--- config.mk ---
export PLATFORM = sky130hd
export DESIGN_NAME = ii_dispatch
export DESIGN_NICKNAME = d
export VERILOG_FILES = /design/src/rtl/ii_dispatch_pkg.sv /design/src/rtl/ii_credit_counter.sv /design/src/rtl/ii_dispatch.sv
export SDC_FILE = /design/constraint.sdc
export NUM_CORES = 1
export LEC_CHECK = 0
export CAP_MARGIN = 20
export CORE_MARGIN = 10
export CORE_UTILIZATION = 35
export CTS_CLUSTER_DIAMETER = 40
export DETAILED_ROUTE_END_ITERATION = 16
export SYNTH_ARGS = -nofsm -noshare
export SYNTH_HDL_FRONTEND = slang
export SYNTH_HIERARCHICAL = 1
export SYNTH_SLANG_ARGS = --single-unit
--- constraint.sdc ---
create_clock -name clk -period 3.99 [get_ports clk]
set_input_delay 0.798 -clock clk [delete_from_list [all_inputs] [get_ports clk]]
set_output_delay 0.798 -clock clk [all_outputs]
set_load 0.05 [all_outputs]
--- src/rtl/ii_dispatch_pkg.sv ---
// Shared dispatch definitions: reservation-station channel indices, opgen codes
// and the opgen -> channel routing function used by both RS and ROB logic.
package ii_dispatch_pkg;

    localparam int RS_NUM_DEF     = 4;
    localparam int RS_DEPTH_DEF   = 8;
    localparam int DATA_W_DEF     = 32;
    localparam int ROB_ADDR_W_DEF = 6;
    localparam int OPGEN_W_DEF    = 6;
    localparam int EXC_W_DEF      = 4;

    typedef enum logic [1:0] {
        CH_INT = 2'd0,
        CH_MDU = 2'd1,
        CH_LSU = 2'd2,
        CH_BRU = 2'd3
    } rs_chan_e;

    typedef enum logic [OPGEN_W_DEF-1:0] {
        OP_NOP   = 6'd0,  OP_ADD  = 6'd1,  OP_ADDU  = 6'd2,  OP_SUB  = 6'd3,
        OP_SUBU  = 6'd4,  OP_AND  = 6'd5,  OP_OR    = 6'd6,  OP_XOR  = 6'd7,
        OP_NOR   = 6'd8,  OP_SLT  = 6'd9,  OP_SLTU  = 6'd10, OP_SLL  = 6'd11,
        OP_SRL   = 6'd12, OP_SRA  = 6'd13, OP_CLZ   = 6'd14, OP_CLO  = 6'd15,
        OP_MOVZ  = 6'd16, OP_MOVN = 6'd17,
        OP_DIV   = 6'd18, OP_DIVU = 6'd19, OP_MULT  = 6'd20, OP_MULTU = 6'd21,
        OP_MSUB  = 6'd22, OP_MSUBU = 6'd23, OP_MUL  = 6'd24,
        OP_MEM   = 6'd25,
        OP_BEQ   = 6'd26, OP_BNE  = 6'd27, OP_BLEZ  = 6'd28, OP_BGTZ = 6'd29,
        OP_BLTZ  = 6'd30, OP_BGEZ = 6'd31, OP_J     = 6'd32, OP_JR   = 6'd33
    } opgen_e;

    typedef enum logic {
        HOLD_EMPTY = 1'b0,
        HOLD_FULL  = 1'b1
    } hold_state_e;

    typedef struct packed {
        logic     valid;
        rs_chan_e chan;
    } chan_sel_t;

    // Unlisted codes come back with valid=0 so the dispatcher can discard them.
    function automatic chan_sel_t opgen_to_chan(input logic [OPGEN_W_DEF-1:0] op);
        chan_sel_t sel;
        sel.valid = 1'b1;
        sel.chan  = CH_INT;
        case (op)
            OP_NOP, OP_ADD, OP_ADDU, OP_SUB, OP_SUBU, OP_AND, OP_OR, OP_XOR,
            OP_NOR, OP_SLT, OP_SLTU, OP_SLL, OP_SRL, OP_SRA, OP_CLZ, OP_CLO,
            OP_MOVZ, OP_MOVN:                                   sel.chan = CH_INT;
            OP_DIV, OP_DIVU, OP_MULT, OP_MULTU, OP_MSUB, OP_MSUBU,
            OP_MUL:                                             sel.chan = CH_MDU;
            OP_MEM:                                             sel.chan = CH_LSU;
            OP_BEQ, OP_BNE, OP_BLEZ, OP_BGTZ, OP_BLTZ, OP_BGEZ,
            OP_J, OP_JR:                                        sel.chan = CH_BRU;
            default:                                            sel.valid = 1'b0;
        endcase
        return sel;
    endfunction

endpackage

--- src/rtl/ii_credit_counter.sv ---
// Free-entry credit tracker for one reservation station; saturates at RS_DEPTH
// so a spurious release can never grant more entries than the station owns.
module ii_credit_counter #(
    parameter int RS_DEPTH = 8
) (
    input  logic clk,
    input  logic rst_n,
    input  logic i_issue,
    input  logic i_release,
    input  logic i_flush,
    output logic o_credit_ok
);

    localparam int CNT_W = $clog2(RS_DEPTH + 1);

    logic [CNT_W-1:0] r_credit;
    logic             w_inc;

    assign w_inc       = i_release && (r_credit != CNT_W'(RS_DEPTH));
    assign o_credit_ok = (r_credit != '0);

    always_ff @(posedge clk or negedge rst_n) begin
        if (!rst_n) begin
            r_credit <= CNT_W'(RS_DEPTH);
        end else if (i_flush) begin
            r_credit <= CNT_W'(RS_DEPTH);
        end else begin
            r_credit <= r_credit - CNT_W'(i_issue) + CNT_W'(w_inc);
        end
    end

endmodule

--- src/rtl/ii_dispatch.sv ---
// Instruction dispatcher: routes one instruction per cycle to a reservation station
// by opgen, holding it (and stalling upstream) while the target station has no credit.
module ii_dispatch
    import ii_dispatch_pkg::*;
#(
    parameter int RS_NUM     = RS_NUM_DEF,
    parameter int RS_DEPTH   = RS_DEPTH_DEF,
    parameter int DATA_W     = DATA_W_DEF,
    parameter int ROB_ADDR_W = ROB_ADDR_W_DEF,
    parameter int OPGEN_W    = OPGEN_W_DEF,
    parameter int EXC_W      = EXC_W_DEF
) (
    input  logic                  clk,
    input  logic                  rst_n,
    input  logic                  i_flush,
    input  logic                  i_can_issue,
    input  logic [ROB_ADDR_W-1:0] i_rob_addr,
    input  logic [OPGEN_W-1:0]    i_opgen,
    input  logic [EXC_W-1:0]      i_exception_type,
    input  logic                  i_operand_is_ref_1,
    input  logic                  i_operand_is_ref_2,
    input  logic [DATA_W-1:0]     i_operand_data_1,
    input  logic [DATA_W-1:0]     i_operand_data_2,
    input  logic [DATA_W-1:0]     i_pc,
    input  logic [RS_NUM-1:0]     i_rs_release,
    output logic                  o_stall_request,
    output logic [RS_NUM-1:0]     o_rs_wen,
    output logic [ROB_ADDR_W-1:0] o_rob_addr,
    output logic [OPGEN_W-1:0]    o_opgen,
    output logic [EXC_W-1:0]      o_exception_type,
    output logic                  o_operand_is_ref_1,
    output logic                  o_operand_is_ref_2,
    output logic [DATA_W-1:0]     o_operand_data_1,
    output logic [DATA_W-1:0]     o_operand_data_2,
    output logic [DATA_W-1:0]     o_pc,
    output logic                  o_drop_pulse
);

    hold_state_e           r_state;
    hold_state_e           w_state_next;
    logic [ROB_ADDR_W-1:0] r_hold_rob_addr;
    logic [OPGEN_W-1:0]    r_hold_opgen;
    logic [EXC_W-1:0]      r_hold_exception_type;
    logic                  r_hold_is_ref_1;
    logic                  r_hold_is_ref_2;
    logic [DATA_W-1:0]     r_hold_data_1;
    logic [DATA_W-1:0]     r_hold_data_2;
    logic [DATA_W-1:0]     r_hold_pc;

    logic                  w_hold_valid;
    logic                  w_src_valid;
    chan_sel_t             w_sel;
    logic [RS_NUM-1:0]     w_credit_ok;
    logic [RS_NUM-1:0]     w_rs_wen;
    logic                  w_drop;
    logic                  w_capture;

    assign w_hold_valid = (r_state == HOLD_FULL);
    assign w_src_valid  = w_hold_valid || i_can_issue;

    // Payload always follows the selected source; rs_wen qualifies it.
    assign o_rob_addr         = w_hold_valid ? r_hold_rob_addr       : i_rob_addr;
    assign o_opgen            = w_hold_valid ? r_hold_opgen          : i_opgen;
    assign o_exception_type   = w_hold_valid ? r_hold_exception_type : i_exception_type;
    assign o_operand_is_ref_1 = w_hold_valid ? r_hold_is_ref_1       : i_operand_is_ref_1;
    assign o_operand_is_ref_2 = w_hold_valid ? r_hold_is_ref_2       : i_operand_is_ref_2;
    assign o_operand_data_1   = w_hold_valid ? r_hold_data_1         : i_operand_data_1;
    assign o_operand_data_2   = w_hold_valid ? r_hold_data_2         : i_operand_data_2;
    assign o_pc               = w_hold_valid ? r_hold_pc             : i_pc;

    assign w_sel = opgen_to_chan(OPGEN_W_DEF'(o_opgen));

    genvar g;
    generate
        for (g = 0; g < RS_NUM; g++) begin : g_chan
            ii_credit_counter #(
                .RS_DEPTH (RS_DEPTH)
            ) u_credit (
                .clk         (clk),
                .rst_n       (rst_n),
                .i_issue     (w_rs_wen[g]),
                .i_release   (i_rs_release[g]),
                .i_flush     (i_flush),
                .o_credit_ok (w_credit_ok[g])
            );
        end
    endgenerate

    always_ff @(posedge clk or negedge rst_n) begin
        if (!rst_n) begin
            r_state <= HOLD_EMPTY;
        end else begin
            r_state <= w_state_next;
        end
    end

    // Only the input port can carry an unmapped opgen; the hold register never captures one.
    always_comb begin
        w_state_next = r_state;
        w_rs_wen     = '0;
        w_drop       = 1'b0;
        w_capture    = 1'b0;
        if (i_flush) begin
            w_state_next = HOLD_EMPTY;
        end else if (rst_n && w_src_valid) begin
            if (!w_sel.valid) begin
                w_drop = 1'b1;
            end else if (w_credit_ok[w_sel.chan]) begin
                w_rs_wen[w_sel.chan] = 1'b1;
                w_state_next         = HOLD_EMPTY;
            end else if (!w_hold_valid) begin
                w_capture    = 1'b1;
                w_state_next = HOLD_FULL;
            end
        end
    end

    always_ff @(posedge clk or negedge rst_n) begin
        if (!rst_n) begin
            r_hold_rob_addr       <= '0;
            r_hold_opgen          <= '0;
            r_hold_exception_type <= '0;
            r_hold_is_ref_1       <= 1'b0;
            r_hold_is_ref_2       <= 1'b0;
            r_hold_data_1         <= '0;
            r_hold_data_2         <= '0;
            r_hold_pc             <= '0;
        end else if (w_capture) begin
            r_hold_rob_addr       <= i_rob_addr;
            r_hold_opgen          <= i_opgen;
            r_hold_exception_type <= i_exception_type;
            r_hold_is_ref_1       <= i_operand_is_ref_1;
            r_hold_is_ref_2       <= i_operand_is_ref_2;
            r_hold_data_1         <= i_operand_data_1;
            r_hold_data_2         <= i_operand_data_2;
            r_hold_pc             <= i_pc;
        end
    end

    assign o_rs_wen        = w_rs_wen;
    assign o_drop_pulse    = w_drop;
    assign o_stall_request = w_hold_valid;

endmodule

==> summary.md <==
| Metric | Value |
|---|---|
| Final setup vio count | 0 |
| Yosys warning count | 6 |
| Fmax | ~0.27 GHz |
| Initial drt markers | around 150 |
| # Post-CTS Setup Buffers | 0 |
| Sequential share of the synthesized area | between 40% and 50% |
| Share of cells above drive strength 1 | between 20% and 30% |
| Minimum clock period | roughly 3700 ps |
| Startpoint types | primary input |
| Top cells by count, synth | 127 x dfrtp_1, 124 x mux2_2, 93 x mux2_1 |
| Initial Util | 35.9% |
| Slew headroom | a little over two fifths |
| Io pins | 242 |
| CTS tree | built |
| Clk slew on worst S/H paths | 60 ps |
| Die ar. | 26,300 um2 |
| Setup_tns | 0 ps |
| Syn_nets | 675 |
| Grt total ovfl | 0 |
| Async set-reset flop share out of synthesis | between 90% and 100% |
| Worst-margin pin slew | 840 ps |
| CP arrival | ~2900 ps |
| Critical Path End Type | output port |
| Syn Std Cell Area | slightly above 7000 um2 |
| Core ar. | just under 20,000 um2 |
| Buffers and inverters on the worst path | 3 |
| Max Cap Viol | 0 |
| Final period util | a little over nine tenths |
| Post-route ant nets | 0 |
| Critical path origin | i_opgen[3] |
| Status | complete, no violations |
| Pwr dens | between 500 and 600 nW/um2 |
| Unrepaired setup endpoints after global routing | no |
| Die height | ~160 um |
| CP max-delay cell | clkdlybuf4s50_1 |
| CTS Root Buffer Type | clkbuf_16 |
| Vias in the first global route | 5,372 |
| Post-synth top area share | between 40 and 50% |
| EDFF count, synth | 0 |
| Width of the die | roughly 160 um |
| P&R area growth vs syn | 48.4% |
| Port bufs | ~240 |
| Total track usage | ~15% |
| Clk_lat worst skew | slightly above 400 ps |
| Count leader, synth | dfrtp_1 |
| CP Max Fanout | 6 |
| # rows | 51 |
| Crit path cell chain | clkdlybuf4s50_1 > mux2i_1 > o2111a_1 > a21oi_1 > or2_2 > nor3b_2 > buf_4 > buf_12 |
| Final WL | 19.3 mm |
| CP Class | primary input to output port |
| Antenna diodes | 0 |
| DR vias/cell | 4.72 |
| Crit-path max cell delay | 420 ps |
| Required time of the worst setup path | 3190 ps |
| Post-CTS resize count | 0 |
| Post-DP HPWL | ~14 mm |
| Clock skew | 7.45 ps |
| Htree depth | 4 |
| Final cell count without fillers | 1,047 |
| Syn_area_per_cell | between 10 and 15 um2 |
| Top post-synthesis cells by area | dfrtp_1 45%, mux2_2 20%, mux2_1 15%, ha_1 4.3%, mux2_4 2.1% |
| Initial antenna violation count | 0 |
| DR vias | just under 5,000 |
| Clk sink count | 131 |
| Max Slew Vio Count | 0 |
| Most used flip-flop cell after synthesis | dfrtp_1 |
| TritonCTS buffer count | 17 |
| Synth unique cells | 36 |
| Fin nets | 920 |
| Post-CTS Hold Buffers | 0 |
| Synth area leader | dfrtp_1 |
| Routed len/inst | between 15 and 20 um |
| Crit path max-delay family | buffers and inverters |
| First-pass GRT wire length | 30.5 mm |
| Placed insts | 1,015 |
| Final hold vios | 0 |
| Largest net degree at the start of global routing | 77 |
| Routability cong. | around 0.75 |
| Max rail drop VDD | about 0.30 mV |
| FILL cells | approximately 1,700 |
| Leakage | approximately 4.6 nW |
| Number of synthesized register bits | 131 |
| Post-route DRC | 0 |
| Hold Crit Class | primary input to asynchronous set/reset pin |
| Initial DRT Pass Iterations | 4 |
| Synth Instances | 525 |
| R2R Path Start | o_stall_request |
| CTS max path bufs | 2 |
## cells by family after synthesis
kind of cell    share of synthesized area (%)
mux                                      37.3
flops                                    46.5
simple gates                             4.29
buf+inv                                  3.67
fa+ha+maj                                5.39
compound gates                           2.34
xor+xnor                                0.496
## cell type report
class	count	area [um2]	share of cell area (%)
sequential	131	3290	31.4
inverter	25	93.8	0.896
clock inverter	13	233	2.22
tap	265	332	3.16
clock buffer	18	429	4.10
timing repair buffer	252	2580	24.6
multi-input combinational	343	3530	33.6
## layout by cell type (no fill, tap or decap), types with 5 or more instances in the layout
cell	instances
inv_1	24
clkbuf_16	17
nand2_1	19
a21oi_1	5
ha_1	24
bufinv_16	6
nand3_1	5
mux2_1	93
buf_12	6
clkdlybuf4s50_1	235
nor2_1	18
mux2_4	10
dfrtp_1	126
buf_4	9
nor2b_1	8
mux2_2	124
## layer usage
metal	vias to the layer above	routed length, um	global-route usage, %
met5	-	0	0
li1	2358	-	-
met1	2429	8240	17.2
met4	0	240	4.26
met3	11	1170	5.01
met2	142	9670	24.7
## final timing paths
check | cells after the start | end | slack, ps
worst max register to register | 7 | r_hold_data_2[14] | 710
worst max-delay path | 8 | o_rs_wen[3] | 260
worst min register to register | 1 | r_hold_data_2[0] | 480
min in group clk | 1 | r_hold_data_2[0] | 480
max in group asynchronous | 3 | r_hold_pc[3] | 2710
worst min-delay path | 2 | g_chan[2].u_credit/r_credit[0] | 300
## metrics by stage
step	area, um2	util, %	total power [mW]	hold slack, ps	setup WS, ps
floorplan	7070	-	2.99	452	44.4
global placement	9790	49.8	3.46	461	212
detailed placement	9790	49.8	3.53	468	114
CTS	10500	53.2	5.34	483	259
global route	10500	53.3	5.57	295	169
finish	10500	53.3	5.26	303	255
## report_power, final
part	switching (mW)	internal (mW)
Clock	0.589	1.17
Sequential	0.205	1.78
Combinational	0.775	0.738
## state kept, by name, summed over array words and instances (netlist names)
| register | cells |
|---|---|
| r_hold_data_1 | 32 |
| r_hold_data_2 | 32 |
| r_hold_pc | 32 |
| g_chan.u_credit/r_credit | 16 |
| r_hold_opgen | 6 |
| r_hold_rob_addr | 6 |
| r_hold_exception_type | 4 |
| o_stall_request | 1 |
| r_hold_is_ref_1 | 1 |
| r_hold_is_ref_2 | 1 |
No activity file was read; power rests on OpenSTA's default activity.
